**config.mk**
```make
export PLATFORM = sky130hd
export DESIGN_NAME = pipe_hazard_ctrl
export DESIGN_NICKNAME = d
export VERILOG_FILES = /design/src/rtl/pipe_hazard_ctrl_pkg.sv /design/src/rtl/pipe_hazard_ctrl_fwd_sel.sv /design/src/rtl/pipe_hazard_ctrl.sv
export SDC_FILE = /design/constraint.sdc
export NUM_CORES = 1
export LEC_CHECK = 0
export BUFFER_PORTS_ARGS = -buffer_cell sky130_fd_sc_hd__buf_4
export CORE_ASPECT_RATIO = 0.9
export CORE_UTILIZATION = 40
export CTS_CLUSTER_DIAMETER = 120
export DETAILED_ROUTE_END_ITERATION = 10
export PLACE_DENSITY = 0.75
export SLEW_MARGIN = 30
export SYNTH_ARGS = -nofsm -noshare
export SYNTH_HDL_FRONTEND = slang
export SYNTH_HIERARCHICAL = 1
export SYNTH_SLANG_ARGS = --single-unit
export TNS_END_PERCENT = 20
```
**constraint.sdc**
```tcl
create_clock -name clock -period 2.6 [get_ports clock]
set_clock_uncertainty 0.1 [all_clocks]
set_input_delay 0.26 -clock clock [delete_from_list [all_inputs] [get_ports clock]]
set_output_delay 0.26 -clock clock [all_outputs]
set_load 0.05 [all_outputs]
```
**src/rtl/pipe_hazard_ctrl_pkg.sv**
```systemverilog
// Shared definitions for the pipeline hazard controller: forward-select codes,
// mul/div stall FSM encoding and the default mul/div latency.
package pipe_hazard_ctrl_pkg;

  typedef logic [1:0] fwd_sel_t;

  localparam fwd_sel_t FWD_RF  = 2'b00;
  localparam fwd_sel_t FWD_EXE = 2'b01;
  localparam fwd_sel_t FWD_MEM = 2'b10;
  localparam fwd_sel_t FWD_LD  = 2'b11;

  typedef enum logic [1:0] {
    ST_IDLE = 2'd0,
    ST_BUSY = 2'd1,
    ST_DONE = 2'd2
  } md_state_t;

  localparam int MD_CYCLES_DEF = 8;

endpackage

```
**src/rtl/pipe_hazard_ctrl_fwd_sel.sv**
```systemverilog
// Operand forward select for one source register; EX result beats MEM, and
// register 0 is never forwarded.
module pipe_fwd_sel
  import pipe_hazard_ctrl_pkg::*;
(
  input  logic [4:0] src,
  input  logic       ewreg,
  input  logic       em2reg,
  input  logic [4:0] ern,
  input  logic       mwreg,
  input  logic       mm2reg,
  input  logic [4:0] mrn,
  output fwd_sel_t   sel
);

  logic ex_hit;
  logic mem_hit;

  assign ex_hit  = ewreg & (ern != 5'd0) & (ern == src);
  assign mem_hit = mwreg & (mrn != 5'd0) & (mrn == src);

  always_comb begin
    sel = FWD_RF;
    if (ex_hit && !em2reg)
      sel = FWD_EXE;
    else if (mem_hit && !mm2reg)
      sel = FWD_MEM;
    else if (mem_hit && mm2reg)
      sel = FWD_LD;
  end

endmodule

```
**src/rtl/pipe_hazard_ctrl.sv**
```systemverilog
// Pipeline hazard controller: operand forwarding, load-use stall, multi-cycle
// mul/div stall and branch flush gating.
//
// state | meaning
// IDLE  | no mul/div in flight; md_start in ID triggers the stall
// BUSY  | mul/div running, ID held, cnt counts down to 0
// DONE  | last cycle of the mul/div; stall released, md_start ignored
module pipe_hazard_ctrl
  import pipe_hazard_ctrl_pkg::*;
#(
  parameter int MD_CYCLES = MD_CYCLES_DEF
) (
  input  logic       clock,
  input  logic       resetn,
  input  logic [4:0] rs,
  input  logic [4:0] rt,
  input  logic       use_rs,
  input  logic       use_rt,
  input  logic       ewreg,
  input  logic       em2reg,
  input  logic [4:0] ern,
  input  logic       mwreg,
  input  logic       mm2reg,
  input  logic [4:0] mrn,
  input  logic       branch_taken,
  input  logic       md_start,
  output logic       wpc,
  output logic       wpcir,
  output logic       bubble,
  output logic       flush,
  output logic [1:0] fwda,
  output logic [1:0] fwdb,
  output logic       md_busy
);

  // The trigger cycle already counts as one stall cycle, so BUSY lasts
  // MD_CYCLES-1 cycles: cnt runs from MD_CYCLES-2 down to 0.
  localparam logic [4:0] CNT_LOAD = 5'(MD_CYCLES - 2);

  md_state_t  state;
  logic [4:0] cnt;
  logic       lu;
  logic       md_trig;
  logic       stall;

  pipe_fwd_sel u_fwd_rs (
    .src    (rs),
    .ewreg  (ewreg),
    .em2reg (em2reg),
    .ern    (ern),
    .mwreg  (mwreg),
    .mm2reg (mm2reg),
    .mrn    (mrn),
    .sel    (fwda)
  );

  pipe_fwd_sel u_fwd_rt (
    .src    (rt),
    .ewreg  (ewreg),
    .em2reg (em2reg),
    .ern    (ern),
    .mwreg  (mwreg),
    .mm2reg (mm2reg),
    .mrn    (mrn),
    .sel    (fwdb)
  );

  assign lu = ewreg & em2reg & (ern != 5'd0) &
              ((use_rs & (ern == rs)) | (use_rt & (ern == rt)));

  assign md_trig = (state == ST_IDLE) & md_start;
  assign stall   = lu | (state == ST_BUSY) | md_trig;

  assign wpc     = ~stall;
  assign wpcir   = ~stall;
  assign bubble  = stall;
  assign flush   = branch_taken & ~stall;
  assign md_busy = (state != ST_IDLE);

  // A load-use hazard on the mul/div itself postpones the trigger by a cycle.
  always_ff @(posedge clock or negedge resetn) begin
    if (!resetn) begin
      state <= ST_IDLE;
      cnt   <= 5'd0;
    end else begin
      case (state)
        ST_IDLE: begin
          if (md_start && !lu) begin
            state <= ST_BUSY;
            cnt   <= CNT_LOAD;
          end
        end
        ST_BUSY: begin
          if (cnt == 5'd0)
            state <= ST_DONE;
          else
            cnt <= cnt - 5'd1;
        end
        ST_DONE: state <= ST_IDLE;
        default: state <= ST_IDLE;
      endcase
    end
  end

endmodule

```
==> flow_summary_export.csv, run 1 <==
group,metric,value,unit
detailed_routing,drtIter0Drc,16,
clocking,cts-root-buf,"clkbuf_4",
global_routing,antenna_found_initial,0,
synthesis,synth_top_family_by_area,"simple AND/OR/NAND/NOR gates",
clocking,clk_latency,0.25,ns
layout,diodes,0,
critical_path,crit_top_cell,"buf_4",
synthesis,synth_top_flop_cell,"dfrtp_1",
critical_path,critPathSlowestCell,"or2_2",
placement,dpl.hpwl,2110,microns
detailed_routing,drt-pass1-iter-count,4,
synthesis,synth_top_area_share,19.4,%
critical_path,path_buf_inv,2,
critical_path,worst_ep_required_time,2.24,ns
synthesis,synth_area_per_cell,8.53,sq um
job,maxCapViolations,0,
die,num_rows,15,
detailed_routing,routed_via_density,5.31,
clocking,clk_pin_slew,0.05,ns
global_routing,grt_pass1_wl,3880,microns
power_and_ir_drop,p_per_area,646,nW/um^2
timing,fin_crit,2.20,ns
synthesis,synthCells,106,
layout,final_common_cell,"buf_4",
detailed_routing,drt_wl_total,2450,microns
synthesis,synthMuxAreaShare,1.24,%
timing,fin_crit_sh,84.5,%
power_and_ir_drop,peakVddDrop,0.000622,V
placement,gp_congestion,0.809,
synthesis,yosysWarningCount,6,
timing,tns,0,ns
synthesis,ys_ff_latch,7,
layout,final_cell_mix,"38 x buf_4, 16 x xor2_1, 11 x xnor2_1, 8 x inv_1, 8 x nor4_1",
timing,drv_slew,0,
critical_path,cp-end-kind,"output pin",
timing,hold_viol_final,0,
critical_path,arrival,1.84,ns
clocking,cts_buffer_depth,2,
timing,slew_headroom,77.3,%
global_routing,grt_max_degree,8,
detailed_routing,drcViolationCount,0,
synthesis,synth_compound_area_share,18.0,%
timing,rsz0062_at_grt,"false",
timing,clock.fmax,455,MHz
die,initial_utilization,44.6,%
clocking,htree_levels,1,
die,die-area,2460,sq um
critical_path,cp-start-kind,"primary input",
clocking,cts.sinks,7,
clocking,cts_inserted_buffers,3,
critical_path,worstPathMaxFanout,7,
layout,finalNonFillerCells,172,
timing,setup_viol,0,
global_routing,grt-ovfl-total,0,
synthesis,synth.net_count,138,
detailed_routing,vias,913,
die,ioPinCount,39,
synthesis,async_flop_share,100,%
synthesis,synth-simple-area-share,27.1,%
global_routing,grt_pass1_vias,825,
synthesis,ys_seq_area_share,19.4,%
synthesis,yosys.area.top_type,"dfrtp_1",
detailed_routing,wl_per_cell,14.2,microns
hold_path,holdCritPathClass,"primary input to asynchronous set/reset pin",
layout,num-nets-final,180,
placement,port_buffers,38,
layout,syn_to_final_growth,36.9,%
synthesis,synth-edff-count,0,
die,die_x,52.1,microns
synthesis,yosysUniqueCellTypes,36,
global_routing,grtUsageTotal,22.0,%
detailed_routing,antenna_left,0,
die,core,2030,sq um
die,die_h,47.1,microns
outcome,outcome,"finished clean",
clocking,cts_tree,"done",
placement,placed_cells,167,
synthesis,synth_xor_area_share,26.1,%
synthesis,synth_fa_ha_area_share,2.77,%
critical_path,cp_top_family,"simple AND/OR/NAND/NOR gates",
layout,drive_above_1_share,36.1,%
timing,worst-slew-pin-transition,0.337,ns
power_and_ir_drop,power_leakage,0.561,nW
critical_path,crit_chain,"buf_4 -> xor2_1 -> nor4_1 -> a32oi_1 -> or2_2 -> and2_1 -> buf_4",
critical_path,cp_slowest_stage_delay,0.38,ns
critical_path,path_class,"primary input to output pin",
synthesis,synth.area.top_cells,"dfrtp_1 19%, xor2_1 15%, xnor2_1 11%",
synthesis,syn-cell-area,905,sq um
worst reg2reg max path, stage by stage, from the launching register on:
cell	delay (ns)
dfrtp_1	0.40
inv_1	0.09
ha_1	0.14
or4b_4	0.47
and2_4	0.20
a211oi_1	0.23
a31oi_1	0.08
o31a_1	0.12
state kept, by name, indices dropped and copies added, names as in the netlist:
register,cells
cnt,5
state,2
area by class of cell:
class | count | area [sq um]
clock buffers | 4 | 26.3
fillers | 188 | 788
inverters | 8 | 30.0
multi-input cells | 89 | 681
flip-flops and latches | 7 | 175
well taps | 25 | 31.3
repair buffers | 39 | 295
layer usage:
metal	track usage [%]	share of wire, %
met2	32.3	47
met4	4.74	0.53
met5	0	0
met1	33.5	49
met3	3.88	3.9
timing repair:
action / in CTS / in global routing
buffers inserted: 0 / 0
resized for setup: 0 / 0
hold endpoints to repair: 7 / 0
hold buffers: 1 / 0
cells in the mapped netlist, types with 2 or more instances:
cell type and number:
nor2_1 3, a22oi_1 2, xnor2_1 11, nand2b_1 4, nand2_1 4, ha_1 2
o21ai_0 4, or2_2 2, dfrtp_1 7, xor2_1 16, nand3_1 4, a31o_2 3
nor4b_2 2, o21bai_1 3, o211ai_1 3, nor4_1 8, and3b_1 2, inv_1 8
logic make-up (layout without fill, tap and decap cells):
family | after synthesis | count (layout)
buf+inv | 10 | 51
compound gates | 22 | 22
mux | 1 | 1
simple gates | 37 | 37
fa+ha+maj | 2 | 2
xor+xnor | 27 | 27
flops | 7 | 7
final timing paths:
| check | slack (ns) | to | cells past startpoint | start |
|---|---|---|---|---|
| setup / recovery | 0.40 | wpc | 7 | ern[3] |
| hold / removal | 0.26 | cnt[2]$_DFFE_PN0P_ | 2 | resetn |
| setup reg to reg | 0.66 | cnt[2]$_DFFE_PN0P_ | 7 | cnt[0]$_DFFE_PN0P_ |
| hold reg to reg | 0.48 | state[1]$_DFFE_PN0P_ | 2 | state[0]$_DFFE_PN0P_ |
| max in group asynchronous | 2.01 | cnt[3]$_DFFE_PN0P_ | 2 | resetn |
| min in group clock | 0.39 | state[0]$_DFFE_PN0P_ | 4 | use_rs |
through the flow:
step / hold WS, ns / setup slack (ns) / power [mW] / instance area, sq um / utilization, %
2_1_floorplan: -0.136 / 0.381 / 0.574 / 905 / -
3_3_place_gp: -0.0261 / 0.496 / 0.687 / 1200 / 59.3
3_5_place_dp: -0.0207 / 0.413 / 0.705 / 1200 / 59.3
4_1_cts: 0.263 / 0.410 / 0.806 / 1240 / 61.1
5_1_grt: 0.268 / 0.303 / 0.872 / 1240 / 61.1
6_report: 0.261 / 0.402 / 0.800 / 1240 / 61.1
report_power, final:
part | leakage, nW | switching [mW] | total, mW | internal (mW)
clock | 0.0150 | 0.0387 | 0.0972 | 0.0585
combinational | 0.461 | 0.289 | 0.507 | 0.218
sequential | 0.0845 | 0.0438 | 0.196 | 0.152
total | 0.561 | 0.372 | 0.800 | 0.429
Power figures use the tool's default switching activity.
==> inputs of run 2 (changes only) <==
- ABC_AREA: unset -> 1
- clock period: 2.6 -> 1.9 ns (I/O delays scaled with it)
==> flow_summary_export.csv, run 2 <==
group,metric,value,unit
timing,setup_viol,0,
synthesis,synth.area.top_cells,"nand2_1 28%, dfrtp_1 16%, inv_1 15%",
critical_path,critPathSlowestCell,"dfrtp_1",
critical_path,cp_top_family,"buffers and inverters",
clocking,clk_latency,0.25,ns
power_and_ir_drop,peakVddDrop,0.000444,V
layout,final_common_cell,"nand2_1",
synthesis,synth_top_area_share,28.3,%
clocking,cts.sinks,7,
synthesis,synth-edff-count,0,
synthesis,synth_compound_area_share,3.59,%
detailed_routing,drtIter0Drc,48,
die,die-area,3000,sq um
critical_path,crit_chain,"nor2_1 -> inv_1 -> nand3_2 -> clkinvlp_4 -> buf_4",
hold_path,holdCritPathClass,"primary input to asynchronous set/reset pin",
power_and_ir_drop,p_total,1.33,mW
layout,top_register,"cnt",
outcome,outcome,"finished with violations",
clocking,cts_buffer_depth,2,
die,initial_utilization,43.7,%
job,maxCapViolations,0,
critical_path,setup.worst_path.start,"state[1]$_DFFE_PN0P_",
critical_path,r2r-end,"cnt[3]$_DFFE_PN0P_",
layout,diodes,0,
detailed_routing,routed_via_density,4.45,
synthesis,ys_seq_area_share,15.7,%
critical_path,crit_cells,5,
timing,fin_crit_sh,87.0,%
layout,syn_to_final_growth,32.3,%
placement,placed_cells,288,
power_and_ir_drop,p_per_area,902,nW/um^2
critical_path,r2r_slack,0.44,ns
layout,finalNonFillerCells,293,
detailed_routing,drcViolationCount,2,
timing,slew_headroom,80.7,%
die,core,2550,sq um
timing,tns,0,ns
timing,drv_slew,0,
global_routing,grtUsageTotal,18.8,%
critical_path,path_class,"register to output pin",
critical_path,arrival,1.36,ns
synthesis,ys_ff_latch,7,
global_routing,grt_pass1_wl,4440,microns
die,die_x,57.7,microns
critical_path,cp-start-kind,"register",
clocking,cts-root-buf,"clkbuf_4",
timing,fin_crit,1.65,ns
critical_path,crit_end,"wpcir",
power_and_ir_drop,power_leakage,0.955,nW
synthesis,yosysWarningCount,6,
timing,hold_viol_final,0,
layout,drive_above_1_share,23.4,%
outcome,violations,"DRC",
clocking,cts_inserted_buffers,3,
timing,hold-worst-slack,0.200,ns
placement,dpl.hpwl,2220,microns
detailed_routing,drt_wl_total,2690,microns
synthesis,synth_area_per_cell,5.00,sq um
clocking,cts_resized,0,
synthesis,syn-cell-area,1110,sq um
global_routing,grt_pass1_vias,1079,
synthesis,async_flop_share,100,%
placement,gp_congestion,0.924,
critical_path,worst_ep_required_time,1.61,ns
critical_path,path_buf_inv,3,
die,die_h,52.1,microns
clocking,clk_pin_slew,0.05,ns
die,num_rows,17,
layout,final_cell_mix,"84 x nand2_1, 43 x inv_1, 38 x buf_4, 33 x nor2_1, 13 x nand3_1",
synthesis,synth_top_flop_cell,"dfrtp_1",
critical_path,worst-r2r-cell-count,7,
global_routing,antenna_found_initial,0,
global_routing,grt-ovfl-total,0,
synthesis,synth.most_common_cell,"nand2_1",
synthesis,yosysUniqueCellTypes,19,
critical_path,worstPathMaxFanout,4,
timing,clock.fmax,605,MHz
layout,largestRegisters,"cnt (5), state (2)",
placement,port_buffers,38,
critical_path,cp_slowest_stage_delay,0.37,ns
detailed_routing,vias,1304,
timing,worst-slew-pin-transition,0.289,ns
synthesis,synthMuxAreaShare,0,%
clocking,htree_levels,1,
layout,largest_reg_flops,5,
synthesis,synth_fa_ha_area_share,2.24,%
global_routing,grt_max_degree,10,
detailed_routing,drt-pass1-iter-count,7,
detailed_routing,wl_per_cell,9.19,microns
critical_path,r2r_start,"cnt[0]$_DFFE_PN0P_",
clocking,cts_tree,"done",
synthesis,synth_xor_area_share,4.71,%
synthesis,synthCells,223,
synthesis,synthTopCellsByCount,"84 x nand2_1, 44 x inv_1, 34 x nor2_1, 14 x nand3_1, 8 x inv_2",
detailed_routing,antenna_left,0,
synthesis,synth.net_count,255,
critical_path,cp-end-kind,"output pin",
synthesis,synth-simple-area-share,55.6,%
synthesis,yosys.area.top_type,"nand2_1",
die,ioPinCount,39,
synthesis,synth_top_family_by_area,"simple AND/OR/NAND/NOR gates",
layout,num-nets-final,298,
timing,rsz0062_at_grt,"false",
layout,final_core_util,57.8,%
==> run 2: changes by cell type after synthesis, sizes merged, moves of 3 or more <==
cell,before,now
o211ai,3,0
and2,3,0
nor2,3,36
inv,8,52
nand4,0,3
xor2,16,3
nor4,8,0
o21bai,3,0
nand2b,4,0
nand2,4,91
xnor2,11,3
a31o,3,0
nand3,4,14
==> run 2: worst min path at each step <==
stage	startpoint	depth (start not counted)	to	slack (ns)
after floorplan	resetn	0	cnt[0]$_DFFE_PN0P_	-0.21
after global placement	resetn	1	cnt[2]$_DFFE_PN0P_	-0.09
after detailed placement	resetn	1	cnt[2]$_DFFE_PN0P_	-0.09
after CTS	resetn	2	cnt[2]$_DFFE_PN0P_	0.18
after global routing	resetn	2	cnt[3]$_DFFE_PN0P_	0.20
final	resetn	2	cnt[4]$_DFFE_PN0P_	0.20
==> run 2: where the power goes <==
group	leakage (nW)	switching [mW]	internal, mW	total (mW)
clock	0.0150	0.0515	0.0799	0.131
sequential	0.0856	0.0397	0.219	0.258
combinational	0.855	0.621	0.320	0.941
total	0.955	0.712	0.618	1.33
==> run 2: repair_timing <==
action / 4_1_cts / 5_1_grt
hold buffers: 1 / 0
setup buffers: 0 / 0
endpoints found under the hold margin: 7 / 0
==> run 2: kinds of logic (layout without fill, tap and decap cells) <==
logic type      count (synthesis)  in the layout
compound gates                  8              8
xor+xnor                        6              6
simple gates                  147            147
buf+inv                        53             95
fa+ha+maj                       2              2
flops                           7              7
==> run 2: layout make-up <==
type | instances | area [sq um]
inverter | 52 | 199
tap | 28 | 35.0
multi-input combinational | 163 | 744
clock buffer | 4 | 26.3
sequential | 7 | 175
fill | 276 | 1080
timing repair buffer | 39 | 295
==> run 2: per-layer routing <==
layer | GRT usage [%] | part of all wire (%) | up-vias
met5 | 0 | 0 | -
li1 | - | - | 734
met2 | 30.2 | 40 | 34
met3 | 3.48 | 6.7 | 0
met4 | 1.19 | 0 | 0
met1 | 27.2 | 54 | 536
==> run 2: stage by stage <==
stage          worst slack [ns]  instance area (sq um)
2_1_floorplan            0.0802                   1130
3_3_place_gp              0.342                   1440
3_5_place_dp              0.338                   1440
4_1_cts                   0.226                   1480
5_1_grt                   0.127                   1480
6_report                  0.247                   1480
